**src/rtl/accumulator_cpu_core_if.sv**
```systemverilog
// accumulator_cpu_core_if: ready-qualified single-port memory request bus
interface accumulator_cpu_core_if #(
    parameter int DATA_WIDTH = 16,
    parameter int ADDR_WIDTH = 14
);
    logic [ADDR_WIDTH-1:0] mem_addr;
    logic [DATA_WIDTH-1:0] mem_wdata;
    logic [DATA_WIDTH-1:0] mem_rdata;
    logic                  mem_cs;
    logic                  mem_we;
    logic                  mem_oe;
    logic                  mem_ready;

    modport master (
        output mem_addr, mem_wdata, mem_cs, mem_we, mem_oe,
        input  mem_rdata, mem_ready
    );

    modport slave (
        input  mem_addr, mem_wdata, mem_cs, mem_we, mem_oe,
        output mem_rdata, mem_ready
    );
endinterface

```
**src/rtl/accumulator_cpu_core.sv**
```systemverilog
// accumulator_cpu_core: FSM-sequenced accumulator CPU on a ready-qualified memory bus
module accumulator_cpu_core #(
    parameter int                    DATA_WIDTH = 16,
    parameter int                    ADDR_WIDTH = 14,
    parameter logic [ADDR_WIDTH-1:0] RESET_PC   = 'h100,
    parameter int                    PC_STEP    = 2
) (
    input  logic                    clk,
    input  logic                    rst_n,
    input  logic                    start_i,
    accumulator_cpu_core_if.master  mem,
    output logic [ADDR_WIDTH-1:0]   pc_o,
    output logic [DATA_WIDTH-1:0]   acc_o,
    output logic [DATA_WIDTH-1:0]   ir_o,
    output logic                    carry_o,
    output logic                    halt_o,
    output logic                    illegal_o
);
    localparam int OPW = DATA_WIDTH - 4;

    typedef enum logic [2:0] {IDLE, FETCH, DECODE, MEM, EXEC, HALTED} state_t;

    state_t                state_q, state_d;
    logic [ADDR_WIDTH-1:0] pc_q, pc_d;
    logic [DATA_WIDTH-1:0] acc_q, acc_d, ir_q, ir_d, mbr_q, mbr_d;
    logic                  carry_q, carry_d, illegal_q, illegal_d;

    logic [3:0]            op;
    logic [OPW-1:0]        x;
    logic [ADDR_WIDTH-1:0] x_addr, pc_inc;
    logic [DATA_WIDTH-1:0] operand;
    logic [DATA_WIDTH:0]   sum, diff;
    logic                  acc_neg, acc_zero, skip, is_store;

    assign op       = ir_q[DATA_WIDTH-1 -: 4];
    assign x        = ir_q[OPW-1:0];
    assign x_addr   = ADDR_WIDTH'(x);
    assign pc_inc   = pc_q + ADDR_WIDTH'(PC_STEP);
    // Immediate ops execute in DECODE, memory ops in EXEC with the captured word
    assign operand  = (state_q == EXEC) ? mbr_q : DATA_WIDTH'(x);
    assign sum      = {1'b0, acc_q} + {1'b0, operand};
    assign diff     = {1'b0, acc_q} - {1'b0, operand};
    assign acc_neg  = acc_q[DATA_WIDTH-1];
    assign acc_zero = (acc_q == '0);
    assign skip     = (x[OPW-1:OPW-2] == 2'b00) ? acc_neg :
                      (x[OPW-1:OPW-2] == 2'b01) ? acc_zero :
                      (x[OPW-1:OPW-2] == 2'b10) ? (!acc_neg && !acc_zero) : 1'b0;
    assign is_store = (op == 4'h2);

    // Sequencing, execution and bus drive; a stalled access leaves every register untouched
    always_comb begin
        state_d       = state_q;
        pc_d          = pc_q;
        acc_d         = acc_q;
        ir_d          = ir_q;
        mbr_d         = mbr_q;
        carry_d       = carry_q;
        illegal_d     = illegal_q;
        mem.mem_cs    = 1'b0;
        mem.mem_we    = 1'b0;
        mem.mem_oe    = 1'b0;
        mem.mem_addr  = '0;
        mem.mem_wdata = '0;
        case (state_q)
            IDLE: if (start_i) state_d = FETCH;
            FETCH: begin
                mem.mem_cs   = 1'b1;
                mem.mem_oe   = 1'b1;
                mem.mem_addr = pc_q;
                if (mem.mem_ready) begin
                    ir_d    = mem.mem_rdata;
                    pc_d    = pc_inc;
                    state_d = DECODE;
                end
            end
            DECODE: begin
                state_d = FETCH;
                case (op)
                    4'h0, 4'h1, 4'h2, 4'h3: state_d = MEM;
                    4'h4: state_d = HALTED;
                    4'h5: if (skip) pc_d = pc_inc;
                    4'h6: pc_d = x_addr;
                    4'h7: acc_d = '0;
                    4'h8: begin
                        acc_d   = sum[DATA_WIDTH-1:0];
                        carry_d = sum[DATA_WIDTH];
                    end
                    4'h9: begin
                        acc_d   = diff[DATA_WIDTH-1:0];
                        carry_d = ~diff[DATA_WIDTH];
                    end
                    4'hA: acc_d = acc_q & operand;
                    4'hB: acc_d = acc_q + DATA_WIDTH'(1);
                    4'hC: acc_d = acc_q - DATA_WIDTH'(1);
                    default: begin
                        state_d   = HALTED;
                        illegal_d = 1'b1;
                    end
                endcase
            end
            MEM: begin
                mem.mem_cs    = 1'b1;
                mem.mem_addr  = x_addr;
                mem.mem_we    = is_store;
                mem.mem_oe    = !is_store;
                mem.mem_wdata = is_store ? acc_q : '0;
                if (mem.mem_ready) begin
                    mbr_d   = is_store ? mbr_q : mem.mem_rdata;
                    state_d = is_store ? FETCH : EXEC;
                end
            end
            EXEC: begin
                state_d = FETCH;
                case (op)
                    4'h0: begin
                        acc_d   = sum[DATA_WIDTH-1:0];
                        carry_d = sum[DATA_WIDTH];
                    end
                    4'h1: acc_d = mbr_q;
                    4'h3: begin
                        acc_d   = diff[DATA_WIDTH-1:0];
                        carry_d = ~diff[DATA_WIDTH];
                    end
                    default: ;
                endcase
            end
            HALTED: ;
            default: state_d = IDLE;
        endcase
    end

    // State register with asynchronous reset that also silences the bus immediately
    always_ff @(posedge clk or negedge rst_n) begin
        if (!rst_n) begin
            state_q   <= IDLE;
            pc_q      <= RESET_PC;
            acc_q     <= '0;
            ir_q      <= '0;
            mbr_q     <= '0;
            carry_q   <= 1'b0;
            illegal_q <= 1'b0;
        end else begin
            state_q   <= state_d;
            pc_q      <= pc_d;
            acc_q     <= acc_d;
            ir_q      <= ir_d;
            mbr_q     <= mbr_d;
            carry_q   <= carry_d;
            illegal_q <= illegal_d;
        end
    end

    assign pc_o      = pc_q;
    assign acc_o     = acc_q;
    assign ir_o      = ir_q;
    assign carry_o   = carry_q;
    assign halt_o    = (state_q == HALTED);
    assign illegal_o = illegal_q;
endmodule

```
**src/flat_wrapper.sv**
```systemverilog
// flat-port wrapper written by rule: the top's interface ports become plain ports
module accumulator_cpu_core_flat 
#(
    parameter int                    DATA_WIDTH = 16,
    parameter int                    ADDR_WIDTH = 14,
    parameter logic [ADDR_WIDTH-1:0] RESET_PC   = 'h100,
    parameter int                    PC_STEP    = 2
)
  (clk, rst_n, start_i, pc_o, acc_o, ir_o, carry_o, halt_o, illegal_o, mem_mem_addr, mem_mem_wdata, mem_mem_cs, mem_mem_we, mem_mem_oe, mem_mem_rdata, mem_mem_ready);
  accumulator_cpu_core_if #(.DATA_WIDTH(DATA_WIDTH), .ADDR_WIDTH(ADDR_WIDTH)) mem_i ();
  input  logic clk;
  input  logic rst_n;
  input  logic start_i;
  output logic [ADDR_WIDTH-1:0] pc_o;
  output logic [DATA_WIDTH-1:0] acc_o;
  output logic [DATA_WIDTH-1:0] ir_o;
  output logic carry_o;
  output logic halt_o;
  output logic illegal_o;
  output wire logic [$bits(mem_i.mem_addr)-1:0] mem_mem_addr;
  output wire logic [$bits(mem_i.mem_wdata)-1:0] mem_mem_wdata;
  output wire logic [$bits(mem_i.mem_cs)-1:0] mem_mem_cs;
  output wire logic [$bits(mem_i.mem_we)-1:0] mem_mem_we;
  output wire logic [$bits(mem_i.mem_oe)-1:0] mem_mem_oe;
  input wire logic [$bits(mem_i.mem_rdata)-1:0] mem_mem_rdata;
  input wire logic [$bits(mem_i.mem_ready)-1:0] mem_mem_ready;
  assign mem_mem_addr = mem_i.mem_addr;
  assign mem_mem_wdata = mem_i.mem_wdata;
  assign mem_mem_cs = mem_i.mem_cs;
  assign mem_mem_we = mem_i.mem_we;
  assign mem_mem_oe = mem_i.mem_oe;
  assign mem_i.mem_rdata = mem_mem_rdata;
  assign mem_i.mem_ready = mem_mem_ready;
  accumulator_cpu_core #(.DATA_WIDTH(DATA_WIDTH), .ADDR_WIDTH(ADDR_WIDTH), .RESET_PC(RESET_PC), .PC_STEP(PC_STEP)) u_core (.clk(clk), .rst_n(rst_n), .start_i(start_i), .mem(mem_i), .pc_o(pc_o), .acc_o(acc_o), .ir_o(ir_o), .carry_o(carry_o), .halt_o(halt_o), .illegal_o(illegal_o));
endmodule
```
**config.mk**
```make
export PLATFORM = sky130hd
export DESIGN_NAME = accumulator_cpu_core_flat
export DESIGN_NICKNAME = d
export VERILOG_FILES = /design/src/rtl/accumulator_cpu_core_if.sv /design/src/rtl/accumulator_cpu_core.sv /design/src/flat_wrapper.sv
export SDC_FILE = /design/constraint.sdc
export NUM_CORES = 1
export LEC_CHECK = 0
export CAP_MARGIN = 40
export CORE_MARGIN = 2
export CORE_UTILIZATION = 60
export DETAILED_ROUTE_END_ITERATION = 6
export PLACE_DENSITY = 0.88
export SKIP_LAST_GASP = 1
export SLEW_MARGIN = 10
export SYNTH_ARGS = -nofsm -noshare
export SYNTH_HDL_FRONTEND = slang
export SYNTH_SLANG_ARGS = --single-unit
```
**constraint.sdc**
```tcl
create_clock -name clk -period 10.3 [get_ports clk]
set_input_delay 2.06 -clock clk [delete_from_list [all_inputs] [get_ports clk]]
set_output_delay 2.06 -clock clk [all_outputs]
set_load 0.01 [all_outputs]
```
# Word level (Yosys, flattened, before mapping)
# Index checks and enable logic that the tools add are counted.
# word_totals
ff_bits	67
input_bits	20
output_inout_bits	82
wordCells	92
# classes
add_sub_neg	5
eq_ne	28
n_mux	26
n_bitwise	5
n_reduce_logical	21
# ops
op	count
$pmux W16 S6	1
$pmux W14 S2	3
$mux W16	3
$pmux W16 S3	1
$pmux W16 S2	1
$mux W14	2
$eq A4 B4 Y1 const B	5
$pmux W3 S6	1
$add A16 B16 Y17	1
$sub A16 B16 Y17	1
$add A16 B1 Y16 const B	1
$and A16 B16 Y16	1
$eq A4 B3 Y1 const B	4
$logic_not A16 Y1	1
$sub A16 B1 Y16 const B	1
$add A14 B2 Y14 const B	1
$reduce_or A13 Y1	1
$mux W3	4
$reduce_and A3 Y1	3
$eq A4 B2 Y1 const B	2
$pmux W1 S2	4
$reduce_and A4 Y1	2
$reduce_or A8 Y1	1
$ne A7 B7 Y1 const B	1
other kinds (22)	39

# Longest topological paths before layout
# Gate-level depths: netlist of run 1.
# logic_depth
ltp_word	9
depth_mapped	17
depth_no_buf	14

# Worst setup path after synthesis of run 1
# OpenSTA, ideal clock, no wires.
# synth_timing
kind	register to output
from	register u_core.ir_q[14] (netlist: u_core.ir_o[14])
to	output mem_mem_wdata[11]
t_arrival_ps	1804
required_ps	8240
slack_ps	6436
stages_incl_launch_ff	8
path_buffers	3
path_cell_list	dfrtp_1 clkbuf_1 buf_2 nor2_1 nand2_1 nor2_1 clkbuf_1 and2_1
# synth_between
elab_chain_len	3
# synth_rtl
element	line	rtl
start: declaration	accumulator_cpu_core.sv:25	logic [DATA_WIDTH-1:0] acc_q, acc_d, ir_q, ir_d, mbr_q, mbr_d;
start signal: assignment	accumulator_cpu_core.sv:146	ir_q <= ir_d;
$eq A4 B2 Y1	accumulator_cpu_core.sv:48	assign is_store = (op == 4'h2);
$mux W16	accumulator_cpu_core.sv:106	mem.mem_wdata = is_store ? acc_q : '0;
$mux W16	accumulator_cpu_core.sv:64	case (state_q)
end: declaration	flat_wrapper.sv:21	output wire logic [$bits(mem_i.mem_wdata)-1:0] mem_mem_wdata;
# Every way passes these cells.

# Final worst setup path of run 1
# layout_timing
from	register u_core.state_q[2]
to	output mem_mem_wdata[12]
# layout_between
elab_chain_len	2
# layout_rtl
element	line	rtl
start: declaration	accumulator_cpu_core.sv:23	state_t state_q, state_d;
start signal: assignment	accumulator_cpu_core.sv:143	state_q <= state_d;
$eq A3 B2 Y1	accumulator_cpu_core.sv:64	
$mux W16	accumulator_cpu_core.sv:64	
# Every way passes these cells.

==> results of run 1 <==
==> through the flow <==
step | utilization | cell area, um^2 | power, mW | hold WS (ns) | instances
global placement | 0.705 | 7580 | 2.69 | 0.468 | 1023
CTS | 0.730 | 7840 | 3.00 | 0.518 | 1045
floorplan | - | 6550 | 2.02 | 0.479 | 826
global route | 0.730 | 7840 | 3.25 | 0.537 | 1045
finish | 0.730 | 7840 | 3.07 | 0.521 | 1045
detailed placement | 0.712 | 7650 | 2.75 | 0.499 | 1029
==> critical path: stages, from the launching register on <==
cell and delay, ns:
dfrtp_1 0.53, nand2b_1 0.52, inv_1 0.26, nand2_1 0.24
nor2_1 0.52, and2_1 0.21, clkdlybuf4s50_1 0.53
==> final timing paths <==
kind                       cells after the start               from                 to
max                                            6  u_core.state_q[2]  mem_mem_wdata[12]
min                                            1   u_core.mbr_q[12]   u_core.mbr_q[12]
max reg2reg                                   14  u_core.state_q[1]   u_core.acc_o[15]
min reg2reg                                    1   u_core.mbr_q[12]   u_core.mbr_q[12]
max in group asynchronous                      3              rst_n     u_core.pc_o[8]
min in group asynchronous                      2              rst_n     u_core.pc_o[2]
==> metal layers <==
| layer | global-route usage | up-vias | part of all wire |
|---|---|---|---|
| met3 | 0.0970 | 84 | 0.12 |
| met4 | 0.156 | 0 | 0.035 |
| met2 | 0.628 | 481 | 0.46 |
| li1 | - | 3159 | - |
| met1 | 0.529 | 3284 | 0.39 |
| met5 | 0 | - | 0 |
==> flip-flops by register name, indices dropped and copies added (netlist names) <==
| signal | count |
|---|---|
| u_core.acc_o | 16 |
| u_core.illegal_o | 1 |
| u_core.pc_o | 14 |
| u_core.mbr_q | 16 |
| u_core.state_q | 3 |
| u_core.ir_o | 16 |
| u_core.carry_o | 1 |
==> power by group through the flow <==
stage	logic (mW)	registers, mW	clock network (mW)
3_3_place_gp	2.04	0.652	0
6_report	2.17	0.675	0.223
5_1_grt	2.32	0.695	0.232
4_1_cts	2.12	0.659	0.222
2_1_floorplan	1.45	0.570	0
3_5_place_dp	2.09	0.662	0
==> layout by cell type (no fill, tap or decap), types with 17 or more instances in the layout <==
| cell | instances |
|---|---|
| nor3_1 | 22 |
| nand2_1 | 105 |
| ha_1 | 40 |
| xnor2_1 | 26 |
| inv_1 | 41 |
| a221oi_1 | 17 |
| nor2_1 | 67 |
| o21ai_0 | 36 |
| clkdlybuf4s50_1 | 100 |
| a21oi_1 | 60 |
| mux2_2 | 32 |
| dfrtp_1 | 66 |
==> cell type report <==
type | instances | area share
Timing Repair Buffer | 115 | 0.146
Inverter | 42 | 0.0201
Clock buffer | 11 | 0.0168
Multi-Input combinational cell | 665 | 0.574
Sequential cell | 67 | 0.214
Clock inverter | 5 | 0.00702
Tap cell | 140 | 0.0223
==> logic make-up after synthesis <==
family,Yosys count
multiplexers,45
buffers and inverters,94
AND/OR/NAND/NOR,305
AO/OA/AOI/OAI,234
adder cells (fa/ha/maj),42
flip-flops,67
XOR/XNOR,39
==> flow_summary.json, run 1 <==
{
  "die_x_um": 108,
  "layout.nets": 962,
  "synthArstFlopShare": 1.00,
  "nFillCells": 833,
  "clockBufferDepth": 2,
  "overflow": 0,
  "antenna_cells": 0,
  "clk_latency_ns": 0.36,
  "core_um2": 10700,
  "wire_per_inst_um": 22.1,
  "finalSetupViolCount": 0,
  "final_max_slew_viol_count": 0,
  "synthFlopType": "dfrtp_1",
  "synth_mux_area_frac": 0.0749,
  "min_path_type": "reg -> reg",
  "grt_pass1_wl_um": 36100,
  "fmaxAchievable_mhz": 191,
  "power.share.switching": 0.538,
  "relSlewSlack": 0.423,
  "num_vias": 7008,
  "fin_tns_setup_ns": 0,
  "drive_above_1_share": 0.0917,
  "min_period_ns": 5.25,
  "synth_top_area_frac": 0.252,
  "io_buffer_count": 101,
  "hpwl_um": 16800,
  "multi_input_area_um2": 4500,
  "cts_max_level": 3,
  "io_pins": 102,
  "synth_cell_types": 76,
  "fin_skew_ns": 0.00689,
  "p_leak_nw": 3.21,
  "cts_setup_buffers": 0,
  "routed_via_density": 6.71,
  "outcome": "completed",
  "drt_iter0_markers": 913,
  "r2r_slack_ns": 6.02,
  "synth_compound_area_frac": 0.249,
  "startpoint_type": "flop",
  "crit_fanout": 17,
  "p_sw_mw": 1.65,
  "finalWirelength_um": 23100,
  "area_delta_synth_final_pct": 19.8,
  "ys_seq_area_frac": 0.256,
  "worst_ep_required_time_ns": 8.24,
  "combPwrFrac": 0.708,
  "yosys-top-cells-count": "105 x nand2_1, 67 x nor2_1, 66 x dfrtp_1, 60 x a21oi_1, 43 x clkbuf_1",
  "hold_viol_final": 0,
  "layout_setup_ws_ns": 5.05,
  "die_y_um": 108,
  "grt_pass1_vias": 6687,
  "clkPwrFrac": 0.073,
  "crit_type": "reg -> out",
  "ys_ff_latch": 67,
  "yosys.area_share.simple": 0.226,
  "worst_slew_pin_slew_ns": 0.856,
  "synth_top_family_by_area": "compound AO/OA/AOI/OAI gates",
  "clk_pin_slew_ns": 0.08,
  "cts_root_buf": "clkbuf_8",
  "syn_area_um2": 6550,
  "antenna_found_initial": 0,
  "gp_congestion": 0.961,
  "arrival_ns": 3.19,
  "drc": 0,
  "cts_hold_buffers": 0,
  "grt_usage": 0.399,
  "ant_nets": 0,
  "seq_power_share": 0.220,
  "rsz0062_at_grt": "false",
  "cap_violations": 0,
  "place_ws_ns": 5.54,
  "dieArea_um2": 11800,
  "drtPass1Iterations": 6,
  "intPower_mw": 1.42,
  "grt_max_degree": 65,
  "powerDensity_nw_per_um2": 391,
  "synth_edf_count": 0,
  "synthAdderAreaFrac": 0.0826,
  "numCtsBuffers": 9,
  "syn_avg_cell_area_um2": 7.92,
  "syn_inst": 826,
  "synth.most_common_cell": "nand2_1",
  "cts_resized": 0,
  "tritoncts": "built",
  "finalCritPeriodShare": 0.509,
  "cts.sinks": 67,
  "synth_warnings": 0,
  "seqCellArea_um2": 1680,
  "synthTopCellsByArea": "dfrtp_1 25%, ha_1 7.6%, nand2_1 6.0%, mux2_2 5.5%, a21oi_1 4.6%",
  "synthXorXnorAreaFrac": 0.0522,
  "row_count": 38,
  "ir_worst_vdd_mv": 0.243,
  "syn_nets": 888,
  "yosys.area.top_type": "dfrtp_1",
  "worstSetupEndpointType": "primary output",
  "start_util": 0.609
}
No activity file was read; power rests on OpenSTA's default activity.
==> run 2: changes to the inputs <==
--- a/config.mk
+++ b/config.mk
@@ -7,9 +7,9 @@
 export LEC_CHECK = 0
 export CAP_MARGIN = 40
 export CORE_MARGIN = 2
-export CORE_UTILIZATION = 60
+export CORE_UTILIZATION = 50
 export DETAILED_ROUTE_END_ITERATION = 6
-export PLACE_DENSITY = 0.88
+export PLACE_DENSITY = 0.78
 export SKIP_LAST_GASP = 1
 export SLEW_MARGIN = 10
 export SYNTH_ARGS = -nofsm -noshare
==> constraint.sdc (replaced) <==
create_clock -name clk -period 4.3 [get_ports clk]
set_input_delay 0.86 -clock clk [delete_from_list [all_inputs] [get_ports clk]]
set_output_delay 0.86 -clock clk [all_outputs]
set_load 0.01 [all_outputs]
==> run 2 against run 1 <==
  * Sequential power rose by 130%
  * Cell area rose by 2.8%
  * Setup slack got worse by 4.7 ns
  * Die area rose by 19%
==> flow_summary.json, run 2 (same netlist as run 1, synthesis figures left out) <==
{
  "grt_pass1_wl_um": 34800,
  "num_vias": 6900,
  "clockBufferDepth": 2,
  "area_delta_synth_final_pct": 23.2,
  "startpoint_type": "flop",
  "worst_slew_pin_slew_ns": 0.900,
  "die_y_um": 118,
  "grt_max_degree": 42,
  "finalSetupViolCount": 0,
  "worstSetupEndpointType": "flop",
  "final_max_slew_viol_count": 0,
  "cts.sinks": 67,
  "fin_worst_hold_slack_ns": 0.486,
  "cts_setup_buffers": 0,
  "finalCritPeriodShare": 0.924,
  "core_um2": 12700,
  "outcome": "completed",
  "min_path_type": "reg -> reg",
  "gp_congestion": 1.05,
  "fin_skew_ns": 0.00752,
  "layout_commonest_cell": "nand2_1",
  "hold_viol_final": 0,
  "power_mw": 7.54,
  "ant_nets": 0,
  "min_period_ns": 3.97,
  "layout_setup_ws_ns": 0.329,
  "p_leak_nw": 3.31,
  "rsz0062_at_grt": "false",
  "start_util": 0.514,
  "io_buffer_count": 101,
  "drive_above_1_share": 0.102,
  "dp_cells": 1071,
  "drt_iter0_markers": 696,
  "fmaxAchievable_mhz": 252,
  "grt_usage": 0.313,
  "crit_type": "reg -> reg",
  "arrival_ns": 4.23,
  "drc": 0,
  "drtPass1Iterations": 5,
  "antenna_found_initial": 1,
  "wire_per_inst_um": 20.4,
  "crit_fanout": 15,
  "overflow": 0,
  "relSlewSlack": 0.398,
  "cts_hold_buffers": 0,
  "numCtsBuffers": 9,
  "die_x_um": 118,
  "grt_pass1_vias": 6415,
  "cts_resized": 0,
  "cts_max_level": 3,
  "cts_root_buf": "clkbuf_16",
  "tritoncts": "built",
  "dieArea_um2": 14000,
  "dpl_cell_area_um2": 7730,
  "worst_ep_required_time_ns": 4.55,
  "antenna_cells": 0,
  "fin_tns_setup_ns": 0,
  "layout.nets": 972,
  "final_util": 0.634,
  "row_count": 41,
  "stdcell_count": 1087,
  "cap_violations": 0,
  "place_ws_ns": 0.414,
  "final_cell_mix": "105 x nand2_1, 100 x clkdlybuf4s50_1, 67 x nor2_1, 66 x dfrtp_1, 60 x a21oi_1",
  "finalWirelength_um": 22200,
  "routed_via_density": 6.35,
  "powerDensity_nw_per_um2": 936,
  "fin_area_um2": 8060,
  "nFillCells": 1156,
  "io_pins": 102,
  "clk_latency_ns": 0.35,
  "hpwl_um": 16300,
  "ir_worst_vdd_mv": 0.461,
  "clk_pin_slew_ns": 0.06
}
==> run 2: cell types whose count changed in the layout (fill, tap and decap cells not counted), moves of 2 or more <==
cell / change
buf_6: -2
clkinv_2: -2
clkbuf_16: +9
buf_4: +15
clkbuf_8: -8
==> run 2: where the power goes <==
| group | leakage [nW] | switching, mW | internal, mW | total [mW] |
|---|---|---|---|---|
| sequential | 0.811 | 0.589 | 0.934 | 1.52 |
| clock | 0.156 | 0.311 | 0.527 | 0.837 |
| combinational | 2.34 | 2.94 | 2.24 | 5.18 |
==> run 2: worst max-delay path: stages, from the launching register on <==
cell	delay (ns)
dfrtp_1	0.56
or3b_1	0.64
nand2_1	0.15
nand2_1	0.11
ha_1	0.19
inv_1	0.07
fa_1	0.26
nand2b_1	0.10
a221oi_1	0.37
o221ai_1	0.33
o211ai_1	0.46
a31oi_1	0.17
o21ai_1	0.17
o31ai_1	0.10
o31ai_1	0.21
==> run 2: worst paths after layout <==
| kind | start | to | slack [ns] | cells after the start |
|---|---|---|---|---|
| setup / recovery | u_core.state_q[2] | u_core.carry_o | 0.33 | 14 |
| hold / removal | u_core.illegal_o | u_core.illegal_o | 0.49 | 1 |
| setup reg to reg | u_core.state_q[2] | u_core.carry_o | 0.33 | 14 |
| hold reg to reg | u_core.illegal_o | u_core.illegal_o | 0.49 | 1 |
| max in group asynchronous | rst_n | u_core.pc_o[8] | 2.79 | 2 |
| min in group asynchronous | rst_n | u_core.ir_o[14] | 0.54 | 1 |
==> run 2: metal layers <==
metal | up-vias | wire length, um | global-route usage
li1 | 3181 | - | -
met1 | 3267 | 9430 | 0.420
met4 | 0 | 743 | 0.129
met2 | 392 | 9910 | 0.494
met3 | 60 | 2130 | 0.0598
met5 | - | 0 | 0
==> run 2: cell type report <==
| class | instances | area, um^2 | share of cell area |
|---|---|---|---|
| clock buffers | 11 | 243 | 0.0301 |
| clock inverters | 5 | 85.1 | 0.0106 |
| inverters | 42 | 158 | 0.0196 |
| multi-input cells | 665 | 4500 | 0.558 |
| flip-flops and latches | 67 | 1680 | 0.208 |
| well taps | 172 | 215 | 0.0267 |
| repair buffers | 125 | 1190 | 0.147 |
==> run 3: changes to the inputs <==
--- a/config.mk
+++ b/config.mk
@@ -9,6 +9,7 @@
 export CORE_MARGIN = 2
 export CORE_UTILIZATION = 50
 export DETAILED_ROUTE_END_ITERATION = 6
+export HOLD_SLACK_MARGIN = 0.12
 export PLACE_DENSITY = 0.78
 export SKIP_LAST_GASP = 1
 export SLEW_MARGIN = 10
==> results of run 3 <==
Final layout, timing and power as in run 2 (identical DEF).
==> edit 1 (config.mk and constraints of run 3) <==
The 6 states of `state_t` get a one-hot encoding in 6 bits.
--- a/src/rtl/accumulator_cpu_core.sv
+++ b/src/rtl/accumulator_cpu_core.sv
@@ -20,3 +20,3 @@
 
-    typedef enum logic [2:0] {IDLE, FETCH, DECODE, MEM, EXEC, HALTED} state_t;
+    typedef enum logic [5:0] {IDLE = 6'b000001, FETCH = 6'b000010, DECODE = 6'b000100, MEM = 6'b001000, EXEC = 6'b010000, HALTED = 6'b100000} state_t;
 
Formal check against the unedited RTL: same outputs for any inputs over 4 cycles, from zero or initial values and one cycle with rst_n low; so few cycles prove little.
==> edit 1 against run 3 <==
The run now ends with DRC left. Synthesized cell count grew 1.3%. Sequential share of layout area increased by 0.20 points. Wire length down 3.0%. Worst setup slack worse by 0.017 ns. Area after synthesis increased by 3.9%. Final area is 3.6% higher. Combinational power down 44%. Total power is 36% lower. Sequential cell count is 3 higher.
==> edit 1: results (changes against run 3) <==
[setup_path]
crit_path_start = u_core.state_q[1]$_DFFE_PN0P_
arrival_ns = 4.22  ; about the same
cpMaxStageDelayCell = fa_1
critPathMaxFanout = 8  ; -7
r2r.worst_path.cells = 17  ; +3
critPathTopFamily = simple AND/OR/NAND/NOR gates
rr_endpoint = u_core.acc_o[12]$_DFFE_PN0P_

[grt]
grt_pass1_vias = 6653  ; +3.7%
grt_pass1_wl_mm = 34.9  ; about the same
use_met3_pct = 7.69  ; +1.7 points
grt_max_degree = 49  ; +17%
antenna_found_initial = 0  ; -1
grt_usage_pct = 30.2  ; -1.1 points
met1_usage_pct = 41.1  ; -0.85 points

[synth]
syn_nets = 913  ; +2.8%
synth_seq_area_share_pct = 25.8  ; +0.16 points
synth_common_cells = nand2_1, dfrtp_1, nor2_1, a21oi_1, ha_1
avgSynthCellArea_um2 = 8.12  ; +2.5%
synthTopCellsByArea = dfrtp_1, ha_1, nand2_1
yosysUniqueCellTypes = 88  ; +16%

[placed_design]
hpwl_mm = 15.6  ; -4.0%
gp_congestion = 1.00  ; -4.8%
dpl_cell_area_mm2 = 0.00804  ; +3.9%
dp_cells = 1096  ; +2.3%

[finish]
layout-drive-gt1-share_pct = 9.61  ; -0.56 points
nNetsFinal = 1008  ; +3.7%
design_area_mm2 = 0.00835  ; +3.6%
fillers = 1184  ; +2.4%

[timing]
whs_ns = 0.425  ; -0.0610 ns
tightest_slew_ns = 0.915  ; +0.0144 ns
fmax_mhz = 251  ; -0.43%
skew_ns = 0.00644  ; -0.00108 ns

[outcome]
outcome = finished with violations
violations = DRC

[route]
wl_per_cell_um = 19.4  ; -5.3%
drc = 1  ; +1
routed-wl-met3_mm = 2.50  ; +17%
viasPerCell = 6.23  ; -1.8%

[pwr]
ir_worst_vdd_uv = 296  ; -36%
p_leak_nw = 3.68  ; +11%

[min_path]
hp-class = input pin to async pin

edit 1: where the power goes:
part	switching, mW	total, mW	leakage, nW	internal, mW
Sequential	0.293	1.13	0.912	0.841
Combinational	1.64	2.89	2.62	1.26
Clock	0.312	0.775	0.148	0.463
edit 1: area by class of cell:
class | count | share of cell area (%)
Sequential cell | 70 | 21.0
Clock buffer | 10 | 2.86
Clock inverter | 6 | 0.735
Multi-Input combinational cell | 690 | 56.6
Inverter | 36 | 1.62
Timing Repair Buffer | 125 | 14.5
Tap cell | 176 | 2.64
edit 1: kinds of logic after synthesis:
kind of cell / after synthesis / share of synthesized area [%]
flip-flops: 70 / 25.8
multiplexers: 20 / 3.24
AO/OA/AOI/OAI: 248 / 26.3
AND/OR/NAND/NOR: 327 / 24.2
buffers and inverters: 77 / 4.80
XOR/XNOR: 39 / 5.02
adder cells (fa/ha/maj): 56 / 10.6
==> edit 2 (flow settings as in run 3) <==
Made on the original files. `ADDR_WIDTH` is set to 14 in 3 places; all go to 15.
--- a/src/rtl/accumulator_cpu_core_if.sv
+++ b/src/rtl/accumulator_cpu_core_if.sv
@@ -3,3 +3,3 @@
     parameter int DATA_WIDTH = 16,
-    parameter int ADDR_WIDTH = 14
+    parameter int ADDR_WIDTH = 15
 );
--- a/src/rtl/accumulator_cpu_core.sv
+++ b/src/rtl/accumulator_cpu_core.sv
@@ -3,3 +3,3 @@
     parameter int                    DATA_WIDTH = 16,
-    parameter int                    ADDR_WIDTH = 14,
+    parameter int                    ADDR_WIDTH = 15,
     parameter logic [ADDR_WIDTH-1:0] RESET_PC   = 'h100,
--- a/src/flat_wrapper.sv
+++ b/src/flat_wrapper.sv
@@ -4,3 +4,3 @@
     parameter int                    DATA_WIDTH = 16,
-    parameter int                    ADDR_WIDTH = 14,
+    parameter int                    ADDR_WIDTH = 15,
     parameter logic [ADDR_WIDTH-1:0] RESET_PC   = 'h100,
Ports: changed (resized mem_mem_addr and pc_o); port bits go from 102 to 104. The function was not compared with the original's and may differ.
==> edit 2 against run 3 <==
Sequential cell count grew 1. Worst hold slack gained 0.0022 ns. Largest cell class unchanged. Area after synthesis grew 3.8%. Combinational power grew 7.9%. Total power grew 7.1%. Wire length grew 4.1%. Final area grew 3.2%. Worst setup slack lost 0.024 ns. Clock power shrank 1%. Non-clock buffer count grew 5. Synthesized cell count grew 1.7%. Highest routed layer unchanged.
==> edit 2: results (changes against run 3) <==
[route]
drt-initial-drc-count = 794  ; +14%
vias = 7088  ; +2.7%
wirelength_mm = 23.1  ; +4.1%

[finish]
multi_input_area_mm2 = 0.00470  ; +4.5%
multi_input_cells = 681  ; +2.4%
buffer_area_share_pct = 14.9  ; +0.14 points
nNetsFinal = 989  ; +1.7%
fillers = 1204  ; +4.2%
clkbuf_count = 10  ; -1
layout-drive-gt1-share_pct = 11.6  ; +1.4 points
regArea_mm2 = 0.00170  ; +1.5%
clock_cell_area_share_pct = 3.91  ; -0.16 points
inv_count = 37  ; -12%
seq_share_pct = 20.5  ; -0.35 points
n_all_buffers = 130  ; +4.0%
final_cells = 1108  ; +1.9%

[clock_network]
cts_root_buffer = clkbuf_16
htreeDepth = 3  ; unchanged
clock_sinks = 68  ; +1.5%

[outcome]
outcome = completed

[timing]
whs_ns = 0.488  ; +0.00219 ns
tightest_slew_ns = 0.878  ; -0.0217 ns
skew_ns = 0.00824  ; +0.000727 ns
period_needed_ns = 4.00  ; +0.0237 ns

[setup_path]
arrival_ns = 4.24  ; about the same
r2r.worst_path.cells = 12  ; -2
r2r_slack_ns = 0.30  ; -0.02 ns
r2r-start = u_core.state_q[0]$_DFFE_PN0P_
critPathLaunchType = flip-flop
crit_path_max_incr_delay_ns = 0.73  ; +0.09 ns

[pwr]
clkPwrFrac_pct = 10.2  ; -0.9 points
p_seq_share_pct = 20.5  ; +0.3 points
p_total_mw = 8.07  ; +7.1%
ir_worst_vdd_uv = 565  ; +23%
p_leak_nw = 3.38  ; +2.3%
intPower_mw = 3.95  ; +6.7%

[grt]
antenna_found_initial = 0  ; -1
grt_pass1_wl_mm = 36.8  ; +5.6%
grt_usage_pct = 32.6  ; +1.3 points
grt_max_degree = 43  ; +2.4%
grt_pass1_vias = 6759  ; +5.4%

[synth]
synth_seq_area_share_pct = 25.1  ; -0.58 points
syn_nets = 902  ; +1.6%
yosysUniqueCellTypes = 90  ; +18%
synthTopCellsByArea = dfrtp_1, ha_1, mux2_2
netlist_area_mm2 = 0.00680  ; +3.8%
avgSynthCellArea_um2 = 8.09  ; +2.1%
synth_common_cells = nand2_1, nor2_1, dfrtp_1, a21oi_1, ha_1
synth_edf_count = 0  ; unchanged

[placed_design]
dp_worst_setup_slack_ns = 0.382  ; -0.0328 ns
hpwl_mm = 16.9  ; +4.0%
dpl_cell_area_mm2 = 0.00800  ; +3.4%
gp_congestion = 1.01  ; -3.9%
port_buffers = 103  ; +2.0%

==> edit 2: cell count changes in the layout (fill, tap and decap cells not counted), sizes merged, moves of 8 or more <==
cell	before	now
nand3	12	20
nand2	105	96
o21a	3	11
and2	14	2
nor2	67	78
and3	10	22
==> edit 2: cell families after synthesis <==
| family | share of synthesized area [%] |
|---|---|
| AOI/OAI and AO/OA | 26.7 |
| DFF | 25.1 |
| adders and majority gates | 7.95 |
| xor gates and xnor gates | 4.38 |
| buffers and inverters | 5.98 |
| muxes | 7.38 |
| and+or+nand+nor | 22.6 |
==> edit 2: routing by layer <==
| metal | track usage (%) | wire length (um) | up-vias |
|---|---|---|---|
| li1 | - | - | 3289 |
| met1 | 44.0 | 9820 | 3380 |
| met2 | 49.6 | 10300 | 357 |
| met3 | 6.89 | 2000 | 62 |
| met4 | 15.8 | 995 | 0 |
| met5 | 0 | 0 | - |
